## src/rtl/uart_tx_mmio_fifo.sv

```systemverilog
// uart_tx_mmio_fifo: MMIO byte FIFO that drains into a start/busy UART serializer
module uart_tx_mmio_fifo #(
  parameter int FIFO_DEPTH = 16,
  parameter int PTR_W = 4
) (
  input  logic        clk,
  input  logic        rst,
  input  logic        sel,
  input  logic        we,
  input  logic [3:0]  addr,
  input  logic [31:0] wdata,
  output logic [31:0] rdata,
  output logic        tx_start,
  output logic [7:0]  tx_data,
  input  logic        tx_busy
);
  typedef enum logic [1:0] {IDLE, START, WAIT_HI, WAIT_LO} state_t;
  localparam logic [PTR_W:0] DEPTH = (PTR_W+1)'(FIFO_DEPTH);
  state_t state, state_d;
  logic [7:0] mem [FIFO_DEPTH];
  logic [PTR_W-1:0] rd_ptr, wr_ptr;
  logic [PTR_W:0] count;
  logic ovf, full, empty, busy, push_req, push, pop, clr;
  logic unused_wdata;
  assign unused_wdata = ^wdata[31:8];
  assign full = count == DEPTH;
  assign empty = count == '0;
  assign push_req = sel & we & (addr == 4'h0);
  assign push = push_req & ~full;
  assign clr = sel & we & (addr == 4'h4) & wdata[3];
  assign pop = (state == IDLE) & ~empty & ~tx_busy;
  assign busy = tx_busy | (state != IDLE);
  assign rdata = (addr == 4'h4) ? {16'h0, 8'(count), 3'b0, empty & ~busy, ovf, busy, empty, full} : '0;
  always_comb begin
    state_d = state;
    state_d = (state == IDLE)    ? (pop ? START : IDLE) :
              (state == START)   ? WAIT_HI :
              (state == WAIT_HI) ? (tx_busy ? WAIT_LO : WAIT_HI) :
                                   (tx_busy ? WAIT_LO : IDLE);
  end
  always_ff @(posedge clk)
    if (push) mem[wr_ptr] <= wdata[7:0];
  // full is sampled before the pop, so a push at full is dropped even when a pop frees a slot
  always_ff @(posedge clk) begin
    if (rst) begin
      state <= IDLE;
      rd_ptr <= '0;
      wr_ptr <= '0;
      count <= '0;
      ovf <= 1'b0;
      tx_start <= 1'b0;
      tx_data <= '0;
    end else begin
      state <= state_d;
      tx_start <= pop;
      if (push) wr_ptr <= wr_ptr + 1'b1;
      if (pop) begin
        tx_data <= mem[rd_ptr];
        rd_ptr <= rd_ptr + 1'b1;
      end
      if (push & ~pop) count <= count + 1'b1;
      else if (pop & ~push) count <= count - 1'b1;
      ovf <= clr ? 1'b0 : (ovf | (push_req & full));
    end
  end
endmodule

```

## config.mk

```make
export PLATFORM = sky130hd
export DESIGN_NAME = uart_tx_mmio_fifo
export DESIGN_NICKNAME = d
export VERILOG_FILES = /design/src/rtl/uart_tx_mmio_fifo.sv
export SDC_FILE = /design/constraint.sdc
export NUM_CORES = 1
export LEC_CHECK = 0
export ABC_AREA = 0
export BUFFER_PORTS_ARGS = -buffer_cell sky130_fd_sc_hd__clkbuf_2
export CAP_MARGIN = 0
export CORE_MARGIN = 2
export CORE_UTILIZATION = 25
export DETAILED_ROUTE_END_ITERATION = 16
export SKIP_CTS_REPAIR_TIMING = 1
export SYNTH_ARGS = -nofsm -noshare
export SYNTH_HDL_FRONTEND = slang
export SYNTH_SLANG_ARGS = --single-unit
```

## constraint.sdc

```tcl
create_clock -name clk -period 4.55 [get_ports clk]
set_input_delay 0.91 -clock clk [delete_from_list [all_inputs] [get_ports clk]]
set_output_delay 0.91 -clock clk [all_outputs]
set_load 0.05 [all_outputs]
```

==> impl_metrics.ini, run 1 <==
[worst_setup_path]
arrival_ps = 3470
critPathKind = in2reg
start_kind = primary input
crit_chain = clkbuf_2 > nor3_1 > o21a_1 > buf_4 > inv_1 > ha_1 > inv_1 > ha_1 > a21o_1 > a21oi_1 > mux2i_1 > mux2_2
critPathCaptureType = flop
critPathCapture = count[4]$_SDFFE_PP0P_
r2r_end = count[4]$_SDFFE_PP0P_
path_max_fanout = 21
cp_num_buf_inv = 4
slowest_delay_ps = 340
r2r_start = count[0]$_SDFFE_PP0P_
cp-startpoint = tx_busy
r2r_cells = 11
crit_cells = 12
slowest_stage = mux2_2
reg2reg_slack_ps = 1390
critical_path.top_delay_family = buffers and inverters
critPathRequiredTime_ps = 4860

[yosys]
synth_area_leaders = edfxtp_1 60%, mux2i_1 10%, dfxtp_1 7.9%
yosysSeqAreaShare = 0.6829
synth_warnings = 0
synth_cell_type_count = 38
synth_edf_count = 128
synthArstFlopShare = 0
syn_inst = 444
ys_ff_latch = 153
syn_area_um2 = 6361
synth_flop_cell = edfxtp_1
synth_top_area_frac = 0.6042
yosysTopAreaCell = edfxtp_1
avgSynthCellArea_um2 = 14.33

[layout]
antenna_cells = 0
nFillCells = 2512
layout-drive-gt1-share = 0.1616
syn_to_final_growth_pct = 16.82
seq_area_um2 = 4348
final_cell_mix = 128 x edfxtp_1, 66 x mux2i_1, 45 x nor2_1
final_common_cell = edfxtp_1
final_nets = 534
multi_input_area_um2 = 1808

[global_route]
grt_pass1_vias = 3434
globalRouteTotalUtil = 0.1046
gr-total-overflow = 0
grt_max_degree = 32
grt_first_pass_wirelength_mm = 20.26
antenna_found_initial = 0

[clocking]
clk_latency_ps = 420
clock_path_buffers = 2
cts.clk_slew.worst_paths_ps = 60
clockRootBuffer = clkbuf_16
cts_tree = yes
cts-buffers-inserted = 17
cts.sinks = 153
ctsHtreeMaxLevel = 4

[placed_design]
gp_congestion = 0.7597
dp_slack_ps = 938.4
dpl.hpwl_mm = 8.760
io_buffers = 35

[power]
seq_power_share = 0.461
p_sw_w = 0.0009302
power_density_nw_per_um2 = 469.1
power.internal_w = 0.002556
vdd_drop_max_mv = 0.2719
leakagePower_nw = 2.401
combPwrFrac = 0.130
p_clk_frac = 0.409
power.share.switching = 0.2668

[floorplan]
die_w_um = 163.5
start_util = 0.2533
die_y_um = 163.5
rows = 58
core_area_um2 = 25110
ios = 82
dieArea_um2 = 26740

[sta]
worst_slack_ps = 1385
maxSlewViolCount = 0
period_minus_slack_ps = 3165
finalSetupTns_ps = 0
fmax_mhz = 316.0
tightest_slew_ps = 911.7
final.period_utilization = 0.6956
skew_ps = 6.861
relSlewSlack = 0.3900
rsz0062_at_grt = false
hold_violations = 0
setup_violations = 0

[routing]
firstDrtPassIters = 5
num_vias = 3521
viasPerCell = 4.268
drtIter0Drc = 296
wl_per_cell_um = 16.06
drc = 0
ant_nets = 0
routed_wl_mm = 13.25

[status]
status = finished, final reports clean

[flow_run]
drv_cap = 0

[hold_path]
hold_path.class = reg2reg
[sequential cells by signal, indices dropped and copies added, names as in the netlist]
register  cells
mem         128
tx_start      1
ovf           1
count         5
state         2
rd_ptr        4
wr_ptr        4
tx_data       8
[Yosys cell counts, drive strengths merged (3+ instances only)]
master and number:
edfxtp 128, mux2i 66, nor2 45, o22ai 32
buf 31, dfxtp 25, clkbuf 14, nand2 14
ha 10, nor3 9, nor4 9, a211oi 8
a21oi 7, inv 7, xor2 7, and3 5
nand3b 3
[per-stage QoR]
stage | area, um2 | util | instances | hold slack, ps | total power (W)
finish | 7431 | 0.2959 | 825 | 494.9 | 0.003486
global route | 7431 | 0.2959 | 825 | 522.4 | 0.003626
CTS | 7431 | 0.2959 | 825 | 487.2 | 0.003522
detailed placement | 6830 | 0.2720 | 793 | 472.2 | 0.002095
global placement | 6830 | 0.2720 | 793 | 460.3 | 0.002089
floorplan | 6440 | - | 465 | 429.1 | 0.001978
[cell families after synthesis]
family	count (synthesis)	share of synthesized area
adder cells (fa/ha/maj)	11	0.02282
multiplexers	67	0.1056
other	1	0.0005895
XOR/XNOR	9	0.01239
buffers and inverters	52	0.04524
AO/OA/AOI/OAI	52	0.05567
AND/OR/NAND/NOR	99	0.07474
flip-flops	153	0.6829
[worst min-delay path, delay by kind of cell (launching register included)]
kind	cells	cell delay [ps]
compound gates	1	50
flops	1	340
simple gates	1	80
[routing by layer]
metal,global-route usage,up-vias,part of all wire
met4,0.04944,0,0.015
li1,-,1703,-
met2,0.1722,78,0.51
met3,0.02209,16,0.029
met1,0.1314,1724,0.45
met5,0,-,0
[how the worst min path moves through the flow]
stage | start | end | slack (ps) | depth (start not counted)
floorplan | ovf$_SDFF_PP0_ | ovf$_SDFF_PP0_ | 430 | 2
global placement | ovf$_SDFF_PP0_ | ovf$_SDFF_PP0_ | 460 | 2
detailed placement | ovf$_SDFF_PP0_ | ovf$_SDFF_PP0_ | 470 | 2
CTS | ovf$_SDFF_PP0_ | ovf$_SDFF_PP0_ | 490 | 2
global route | tx_data[6]$_SDFFE_PP0P_ | tx_data[6]$_SDFFE_PP0P_ | 520 | 2
finish | ovf$_SDFF_PP0_ | ovf$_SDFF_PP0_ | 490 | 2
[layout make-up]
type,count,share of cell area
clock inverter,14,0.02307
clock buffer,18,0.05775
tap,330,0.05556
inverter,7,0.003536
sequential,153,0.5851
timing repair buffer,43,0.03166
multi-input combinational,260,0.2433
[power groups by stage]
stage	clock network [W]	registers [W]	logic, W
finish	0.00143	0.00161	0.000454
global route	0.00151	0.00161	0.000497
CTS	0.00146	0.00161	0.000460
detailed placement	0	0.00164	0.000460
global placement	0	0.00164	0.000453
floorplan	0	0.00168	0.000294
No activity file was read; power rests on OpenSTA's default activity.
==> run 2: changes to the inputs <==
ABC_AREA = 1   (was 0)
clock period = 3 ns   (was 4.55 ns; I/O delays follow)
==> impl_metrics.ini, run 2 <==
[clocking]
cts.clk_slew.worst_paths_ps = 60
cts-buffers-inserted = 17
cts.sinks = 153
clock_path_buffers = 2
ctsHtreeMaxLevel = 4
clockRootBuffer = clkbuf_16
clk_latency_ps = 420
cts_tree = yes

[worst_setup_path]
start_kind = flop
critPathRequiredTime_ps = 3340
path_max_fanout = 7
arrival_ps = 2650
critPathKind = reg2reg
critPathCaptureType = flop

[floorplan]
dieArea_um2 = 29390
rows = 61
core_area_um2 = 27710
start_util = 0.2530
ios = 82
die_w_um = 171.4
die_y_um = 171.4

[power]
leakagePower_nw = 3.403
power_density_nw_per_um2 = 783.8
p_total_w = 0.006376
vdd_drop_max_mv = 0.4053

[layout]
final_nets = 819
final_area_um2 = 8135
nFillCells = 2840
largest_register_ffs = 128
final_cell_mix = 221 x nand2_1, 128 x edfxtp_1, 96 x nand3_1
seq_area_um2 = 4345
layout-drive-gt1-share = 0.1231
final_common_cell = nand2_1
reg_top3 = mem (128), tx_data (8), count (5)
regMostFlops = mem
syn_to_final_growth_pct = 16.07
antenna_cells = 0
multi_input_area_um2 = 2018

[yosys]
synthArstFlopShare = 0
synth_edf_count = 128
synth_area_leaders = edfxtp_1 55%, nand2_1 12%, dfxtp_1 7.1%
yosysMostFrequentCell = nand2_1
syn_area_um2 = 7009
avgSynthCellArea_um2 = 9.735
yosysTopAreaCell = edfxtp_1
synth_flop_cell = edfxtp_1
synth_warnings = 0
synth_top_area_frac = 0.5484
yosys-top-cells-count = 221 x nand2_1, 128 x edfxtp_1, 96 x nand3_1
yosysSeqAreaShare = 0.6198
synth_cell_type_count = 34
syn_inst = 720
ys_ff_latch = 153

[global_route]
antenna_found_initial = 0
gr-total-overflow = 0
globalRouteTotalUtil = 0.1122
grt_pass1_vias = 4391
grt_max_degree = 67
grt_first_pass_wirelength_mm = 24.55

[status]
status = finished, final reports clean

[sta]
setup_violations = 0
final.period_utilization = 0.7674
maxSlewViolCount = 0
skew_ps = 6.473
hold_violations = 0
tightest_slew_ps = 767.7
rsz0062_at_grt = false
holdWs_ps = 459.6
relSlewSlack = 0.4882
finalSetupTns_ps = 0
period_minus_slack_ps = 2302
fmax_mhz = 434.4

[placed_design]
gp_congestion = 0.7585
placed_area_um2 = 7566
dpl.hpwl_mm = 9.557
io_buffers = 35

[routing]
num_vias = 4826
drtIter0Drc = 398
ant_nets = 0
viasPerCell = 4.168
firstDrtPassIters = 5
routed_wl_mm = 15.90
wl_per_cell_um = 13.73
drc = 0

[hold_path]
hold_path.class = reg2reg

[flow_run]
drv_cap = 0
## run 2: power breakdown
part | internal (W) | switching [W]
clock | 0.00129 | 0.000807
sequential | 0.00241 | 0.0000677
combinational | 0.000499 | 0.00130
## run 2: metal layers
metal  wire (um)  GRT usage  part of all wire
met2        7542     0.1798              0.47
met3         884    0.02922             0.056
met4         142    0.03021            0.0089
met1        7326     0.1500              0.46
met5           0          0                 0
## run 2: kinds of logic (layout without fill, tap and decap cells)
family / after synthesis / count (layout) / synth area share
compound gates: 28 / 28 / 0.02160
xor+xnor: 6 / 6 / 0.007497
fa+ha+maj: 11 / 11 / 0.02071
buf+inv: 149 / 188 / 0.1044
flops: 153 / 153 / 0.6198
other cells: 1 / 22 / 0.0005350
simple gates: 372 / 372 / 0.2255
## run 2: layout make-up
cell class | instances | area share
Sequential cell | 153 | 0.5341
Multi-Input combinational cell | 439 | 0.2481
Tap cell | 378 | 0.05814
Clock buffer | 21 | 0.05414
Inverter | 99 | 0.04629
Timing Repair Buffer | 57 | 0.04337
Clock inverter | 11 | 0.01584
## run 2: worst paths after layout
kind	slack [ps]	depth (start not counted)	to	start
setup reg to reg	700	12	count[4]$_SDFFE_PP0P_	count[2]$_SDFFE_PP0P_
setup / recovery	700	12	count[4]$_SDFFE_PP0P_	count[2]$_SDFFE_PP0P_
hold reg to reg	460	1	state[1]$_SDFF_PP0_	state[0]$_SDFF_PP0_
hold / removal	460	1	state[1]$_SDFF_PP0_	state[0]$_SDFF_PP0_
## run 2: worst max-delay path, stage by stage, from the launching register on
cell,delay [ps]
dfxtp_1,370
inv_1,120
nand3_1,120
nor2_2,70
nor2_4,190
ha_1,260
inv_1,110
ha_1,350
nand2_1,70
o21ai_0,220
xor2_1,170
nand2_1,70
a21oi_1,120
## run 2: stage by stage
step	instances	setup slack (ps)	util
finish	1158	697.8	0.2936
detailed placement	1126	322.2	0.2731
CTS	1158	696.6	0.2936
global placement	1126	376.1	0.2731
floorplan	741	501.2	-
global route	1158	477.4	0.2936
